`config.mk`:
```
export PLATFORM = sky130hd
export DESIGN_NAME = wb_regfile_scoreboard_flat
export DESIGN_NICKNAME = d
export VERILOG_FILES = /design/src/rtl/wb_regfile_scoreboard_if.sv /design/src/rtl/wb_regfile_scoreboard.sv /design/src/flat_wrapper.sv
export SDC_FILE = /design/constraint.sdc
export NUM_CORES = 2
export LEC_CHECK = 0
export BUFFER_PORTS_ARGS = -buffer_cell sky130_fd_sc_hd__buf_2
export CAP_MARGIN = 20
export CORE_MARGIN = 10
export CORE_UTILIZATION = 45
export DETAILED_ROUTE_END_ITERATION = 8
export GPL_ROUTABILITY_DRIVEN = 1
export PLACE_DENSITY = 0.71
export SLEW_MARGIN = 20
export SYNTH_ARGS = -nofsm -noshare
export SYNTH_HDL_FRONTEND = slang
export SYNTH_SLANG_ARGS = --single-unit
```
`constraint.sdc`:
```
create_clock -name clk -period 10.15 [get_ports clk]
set_input_delay 1.015 -clock clk [delete_from_list [all_inputs] [get_ports clk]]
set_output_delay 1.015 -clock clk [all_outputs]
set_load 0.005 [all_outputs]
```
`src/rtl/wb_regfile_scoreboard_if.sv`:
```
// Bus bundle between the MEM/WB + ID control logic (master) and the
// register file / scoreboard (slave).
interface wb_regfile_scoreboard_if #(
  parameter int DATA_W = 32,
  parameter int ADDR_W = 5
);
  logic [ADDR_W-1:0] wb_dreg;
  logic [DATA_W-1:0] wb_data;
  logic              wb_we;
  logic [ADDR_W-1:0] rs_addr;
  logic [ADDR_W-1:0] rt_addr;
  logic              rs_use;
  logic              rt_use;
  logic              iss_we;
  logic [ADDR_W-1:0] iss_dreg;
  logic              cancel_we;
  logic [ADDR_W-1:0] cancel_dreg;
  logic [DATA_W-1:0] rs_data;
  logic [DATA_W-1:0] rt_data;
  logic              stall;
  logic              sb_err;

  // Handshake: no valid/ready pair here. wb_we, iss_we and cancel_we are
  // single-cycle strobes sampled at posedge. iss_we only counts when stall
  // is low in that same cycle; stall is combinational from the current inputs.
  modport master (
    output wb_dreg, wb_data, wb_we, rs_addr, rt_addr, rs_use, rt_use,
           iss_we, iss_dreg, cancel_we, cancel_dreg,
    input  rs_data, rt_data, stall, sb_err
  );

  modport slave (
    input  wb_dreg, wb_data, wb_we, rs_addr, rt_addr, rs_use, rt_use,
           iss_we, iss_dreg, cancel_we, cancel_dreg,
    output rs_data, rt_data, stall, sb_err
  );
endinterface

```
`src/rtl/wb_regfile_scoreboard.sv`:
```
// 2**ADDR_W x DATA_W register file with writeback bypass, plus per-register
// pending-write counters that raise stall on RAW hazards.
module wb_regfile_scoreboard #(
  parameter int DATA_W = 32,
  parameter int ADDR_W = 5,
  parameter int CNT_W  = 2
) (
  input logic clk,
  input logic rst_n,
  wb_regfile_scoreboard_if.slave bus
);

  localparam int NREG = 1 << ADDR_W;
  localparam int SW   = CNT_W + 2;
  localparam logic signed [SW-1:0] ONE     = SW'(1);
  localparam logic signed [SW-1:0] CNT_MAX = SW'((1 << CNT_W) - 1);

  logic [DATA_W-1:0]       regs    [NREG];
  logic [CNT_W-1:0]        cnt     [NREG];
  logic [CNT_W-1:0]        cnt_nxt [NREG];
  logic signed [SW-1:0]    net_rd  [NREG];
  logic [NREG-1:0]         busy;
  logic                    iss_eff;
  logic                    err_set;
  logic                    sb_err_q;

  assign bus.rs_data = (bus.rs_addr == '0) ? '0 :
                       (bus.wb_we && bus.wb_dreg == bus.rs_addr) ? bus.wb_data :
                       regs[bus.rs_addr];
  assign bus.rt_data = (bus.rt_addr == '0) ? '0 :
                       (bus.wb_we && bus.wb_dreg == bus.rt_addr) ? bus.wb_data :
                       regs[bus.rt_addr];

  // Count after this cycle's completions; a register whose last write lands now is ready.
  always_comb begin
    busy = '0;
    for (int r = 0; r < NREG; r++) begin
      net_rd[r] = {2'b00, cnt[r]};
      if (bus.wb_we && bus.wb_dreg == ADDR_W'(r))         net_rd[r] = net_rd[r] - ONE;
      if (bus.cancel_we && bus.cancel_dreg == ADDR_W'(r)) net_rd[r] = net_rd[r] - ONE;
      busy[r] = (r != 0) && (net_rd[r] != '0);
    end
  end

  assign bus.stall = (bus.rs_use & busy[bus.rs_addr]) | (bus.rt_use & busy[bus.rt_addr]);
  assign iss_eff   = bus.iss_we & ~bus.stall & (bus.iss_dreg != '0);

  always_comb begin
    logic signed [SW-1:0] nxt;
    nxt     = '0;
    err_set = 1'b0;
    for (int r = 0; r < NREG; r++) begin
      nxt = net_rd[r];
      if (iss_eff && bus.iss_dreg == ADDR_W'(r)) nxt = nxt + ONE;
      cnt_nxt[r] = nxt[CNT_W-1:0];
      if (r == 0) begin
        cnt_nxt[r] = '0;
      end else if (nxt > CNT_MAX) begin
        cnt_nxt[r] = CNT_MAX[CNT_W-1:0];
        err_set    = 1'b1;
      end else if (nxt[SW-1]) begin
        cnt_nxt[r] = '0;
        err_set    = 1'b1;
      end
    end
  end

  always_ff @(posedge clk or negedge rst_n) begin
    if (!rst_n) begin
      for (int r = 0; r < NREG; r++) begin
        regs[r] <= '0;
        cnt[r]  <= '0;
      end
      sb_err_q <= 1'b0;
    end else begin
      if (bus.wb_we && bus.wb_dreg != '0) regs[bus.wb_dreg] <= bus.wb_data;
      for (int r = 0; r < NREG; r++) cnt[r] <= cnt_nxt[r];
      sb_err_q <= sb_err_q | err_set;
    end
  end

  assign bus.sb_err = sb_err_q;

endmodule

```
`src/flat_wrapper.sv`:
```
// flat-port wrapper written by rule: the top's interface ports become plain ports
module wb_regfile_scoreboard_flat 
#(
  parameter int DATA_W = 32,
  parameter int ADDR_W = 5,
  parameter int CNT_W  = 2
)
  (clk, rst_n, bus_wb_dreg, bus_wb_data, bus_wb_we, bus_rs_addr, bus_rt_addr, bus_rs_use, bus_rt_use, bus_iss_we, bus_iss_dreg, bus_cancel_we, bus_cancel_dreg, bus_rs_data, bus_rt_data, bus_stall, bus_sb_err);
  wb_regfile_scoreboard_if #(.DATA_W(DATA_W), .ADDR_W(ADDR_W)) bus_i ();
  input logic clk;
  input logic rst_n;
  input wire logic [$bits(bus_i.wb_dreg)-1:0] bus_wb_dreg;
  input wire logic [$bits(bus_i.wb_data)-1:0] bus_wb_data;
  input wire logic [$bits(bus_i.wb_we)-1:0] bus_wb_we;
  input wire logic [$bits(bus_i.rs_addr)-1:0] bus_rs_addr;
  input wire logic [$bits(bus_i.rt_addr)-1:0] bus_rt_addr;
  input wire logic [$bits(bus_i.rs_use)-1:0] bus_rs_use;
  input wire logic [$bits(bus_i.rt_use)-1:0] bus_rt_use;
  input wire logic [$bits(bus_i.iss_we)-1:0] bus_iss_we;
  input wire logic [$bits(bus_i.iss_dreg)-1:0] bus_iss_dreg;
  input wire logic [$bits(bus_i.cancel_we)-1:0] bus_cancel_we;
  input wire logic [$bits(bus_i.cancel_dreg)-1:0] bus_cancel_dreg;
  output wire logic [$bits(bus_i.rs_data)-1:0] bus_rs_data;
  output wire logic [$bits(bus_i.rt_data)-1:0] bus_rt_data;
  output wire logic [$bits(bus_i.stall)-1:0] bus_stall;
  output wire logic [$bits(bus_i.sb_err)-1:0] bus_sb_err;
  assign bus_i.wb_dreg = bus_wb_dreg;
  assign bus_i.wb_data = bus_wb_data;
  assign bus_i.wb_we = bus_wb_we;
  assign bus_i.rs_addr = bus_rs_addr;
  assign bus_i.rt_addr = bus_rt_addr;
  assign bus_i.rs_use = bus_rs_use;
  assign bus_i.rt_use = bus_rt_use;
  assign bus_i.iss_we = bus_iss_we;
  assign bus_i.iss_dreg = bus_iss_dreg;
  assign bus_i.cancel_we = bus_cancel_we;
  assign bus_i.cancel_dreg = bus_cancel_dreg;
  assign bus_rs_data = bus_i.rs_data;
  assign bus_rt_data = bus_i.rt_data;
  assign bus_stall = bus_i.stall;
  assign bus_sb_err = bus_i.sb_err;
  wb_regfile_scoreboard #(.DATA_W(DATA_W), .ADDR_W(ADDR_W), .CNT_W(CNT_W)) u_core (.clk(clk), .rst_n(rst_n), .bus(bus_i));
endmodule
```
==> results.tsv <==
metric	value	unit
Final Hold Viols	0	
final setup violation count	0	
CP Max Fanout	25	
setup ws final	2580	ps
Detailed Route WL	232000	um
design area	73900	um^2
initial antenna violation count	13	
post-CTS sizing	0	
antenna-violating nets left	0	
Remaining DRCs	0	
proportion of layout cells with a drive suffix above 1	0.312	
Post-Syn Instances	5880	
Buf+Inv Stages, Crit Path	4	
IO Pins	130	
synthesized flop and latch total	1087	
RSZ-0062 raised after global routing	false	
clk buf depth	3	
element type at the critical path start	input port	
number of buffers created by CTS	116	
Chip Height	407	um
depth of the CTS H-tree	3	
critical path type	input port to output pin	
peak supply drop	0.000160	V
critical path's slowest cell	nor2_4	
EDFF count, synth	0	
clk sinks	1087	
FFs w/ async S/R, synth	1.00	
Slew Limit Fails	0	
top_reg_cell synth	dfrtp_1	
CP endpoint kind	output pin	
area grow syn2layout	9.65	%
worst skew pair latency	770	ps
Avg Cell Area, Syn	11.5	um^2
worst hold path type	input port to async pin	
Initial DRT Pass Iterations	8	
Slew @ Worst Pin	1180	ps
CTS tree	built	
Die ar.	166000	um^2
Fin Hold WS	299	ps
fmax	0.132	GHz
worst endpoint required time	9140	ps
Clock Root Buffer	clkbuf_16	
vias per inst	6.57	
max_cap viols	0	
largest net degree at the start of global routing	166	
Post-CTS Setup Repair Bufs	0	
run status	finished clean	
syn nets	6068	
synth warn	0	
dpl cell area	69800	um^2
sequential area share after synthesis	0.403	
I/O Buffers	129	
routability cong.	0.998	
post-DP HPWL	139000	um
GRT Total Usage	0.272	
CTS hold repair buffers	0	
CP max stage delay	950	ps
fin nets	5910	
Detailed Route Iter0 Violations	6454	
core region area	149000	um^2
row count	142	
CP arrival	6550	ps
first-pass GRT wire length	342000	um
vias in the first global route	51000	
mapped cell area	67400	um^2
period utilisation layout	0.746	
minimum clock period	7570	ps
crit path cell chain	buf_2, nand4bb_1, nor2_4, xnor2_1, ha_1, mux2_2, ha_1, nand3_1, a21oi_1, o211ai_1, and4b_2, buf_4, nor2_4, inv_2, buf_2	
synth unique cells	107	
dpl ws	2380	ps
clock-pin slew on the worst setup and hold paths	60	ps
grt ovf	0	
Rel. slew slack	0.212	
Worst Clk Skew	76.4	ps
CP top delay family	simple AND/OR/NAND/NOR gates	
Power Density	203	nW/um^2
Fin Setup TNS	0	ps
LEAKAGE	32.3	nW
Antenna Cells	0	
Starting Density	0.451	
DR WL/cell	29.7	um
routed via count	51500	
Die Wd	407	um
-- layer usage --
layer | share of wire | GRT usage | vias up
li1 | - | - | 21100
met1 | 0.38 | 0.356 | 26400
met2 | 0.44 | 0.406 | 3300
met3 | 0.12 | 0.0752 | 751
met4 | 0.064 | 0.154 | 16
met5 | 0.00042 | 0 | -
-- power by group --
part           switching [mW]  total, mW  leakage (nW)  internal, mW
Sequential              0.707       5.93          13.9          5.22
Combinational            2.28       4.52          16.4          2.24
Clock                    1.92       4.59          2.03          2.67
Total                    4.91       15.0          32.3          10.1
-- per-stage QoR --
stage | std cells | power (mW) | utilization
final | 7836 | 15.0 | 0.495
after global routing | 7836 | 15.7 | 0.495
after CTS | 7836 | 15.0 | 0.495
after detailed placement | 7620 | 10.4 | 0.467
after global placement | 7619 | 10.2 | 0.467
after floorplan | 5880 | 9.06 | -
-- state kept, by name (all words and copies together) (netlist names) --
signal and cells:
u_core.regs 1024, u_core.bus.sb_err 1, u_core.cnt 62
-- worst paths after layout --
path / from / end / slack (ps) / cells past startpoint
min reg2reg: u_core.regs[1007] / u_core.regs[1007] / 400 / 0
min: rst_n / u_core.regs[240] / 300 / 1
min in group clk: u_core.regs[1007] / u_core.regs[1007] / 400 / 0
max reg2reg: u_core.cnt[30] / u_core.bus.sb_err / 3970 / 20
max in group asynchronous: rst_n / u_core.regs[119] / 7520 / 3
max: bus_wb_we / bus_stall / 2580 / 15
-- cell usage in the layout (no fill, tap or decap), types with 96 or more instances in the layout --
| cell | count |
|---|---|
| nand2_1 | 1280 |
| dfrtp_1 | 1087 |
| mux2_2 | 663 |
| mux4_2 | 617 |
| nor2_1 | 229 |
| xnor2_1 | 144 |
| inv_1 | 135 |
| ha_1 | 124 |
| buf_2 | 119 |
| clkbuf_16 | 117 |
| a211oi_1 | 103 |
| buf_4 | 96 |
-- area by class of cell --
| class | instances | area [um^2] |
|---|---|---|
| inverter | 138 | 520 |
| fill | 12800 | 75500 |
| clock inverter | 49 | 683 |
| tap | 2016 | 2520 |
| timing repair buffer | 230 | 1580 |
| multi-input combinational | 4149 | 38000 |
| clock buffer | 167 | 3440 |
| sequential | 1087 | 27200 |
-- cells in the mapped netlist, drive strengths merged, types with 9 or more instances --
cell | count | share of area
nand2b | 16 | 0.0016
nand4b | 15 | 0.0026
xnor2 | 145 | 0.019
o211ai | 19 | 0.0021
a41o | 11 | 0.0016
nand2 | 1296 | 0.072
xor2 | 51 | 0.0066
a211oi | 103 | 0.011
o31ai | 10 | 0.0011
mux2i | 96 | 0.015
o21ai | 78 | 0.0058
inv | 138 | 0.0077
and3 | 18 | 0.0017
dfrtp | 1087 | 0.40
clkbuf | 376 | 0.021
a31oi | 42 | 0.0039
buf | 130 | 0.0088
or3 | 14 | 0.0013
mux4 | 617 | 0.21
mux2 | 663 | 0.11
a311oi | 17 | 0.0023
a21oi | 48 | 0.0036
and2 | 33 | 0.0031
a41oi | 17 | 0.0022
nor2 | 258 | 0.016
ha | 124 | 0.023
a21o | 10 | 0.0011
nor2b | 15 | 0.0014
or2 | 17 | 0.0016
nor3 | 80 | 0.0061
o22ai | 17 | 0.0017
o21bai | 9 | 0.0010
nand4 | 52 | 0.0048
nand3 | 76 | 0.0056
nor4 | 37 | 0.0035
-- cells by family (layout without fill, tap and decap cells) --
family / Yosys count / after routing / share of synthesized area
buf+inv: 644 / 584 / 0.0374
compound gates: 476 / 476 / 0.0508
xor+xnor: 197 / 197 / 0.0259
mux: 1376 / 1376 / 0.331
fa+ha+maj: 124 / 124 / 0.0230
flops: 1087 / 1087 / 0.403
simple gates: 1976 / 1976 / 0.128
No activity file was read; power rests on OpenSTA's default activity.
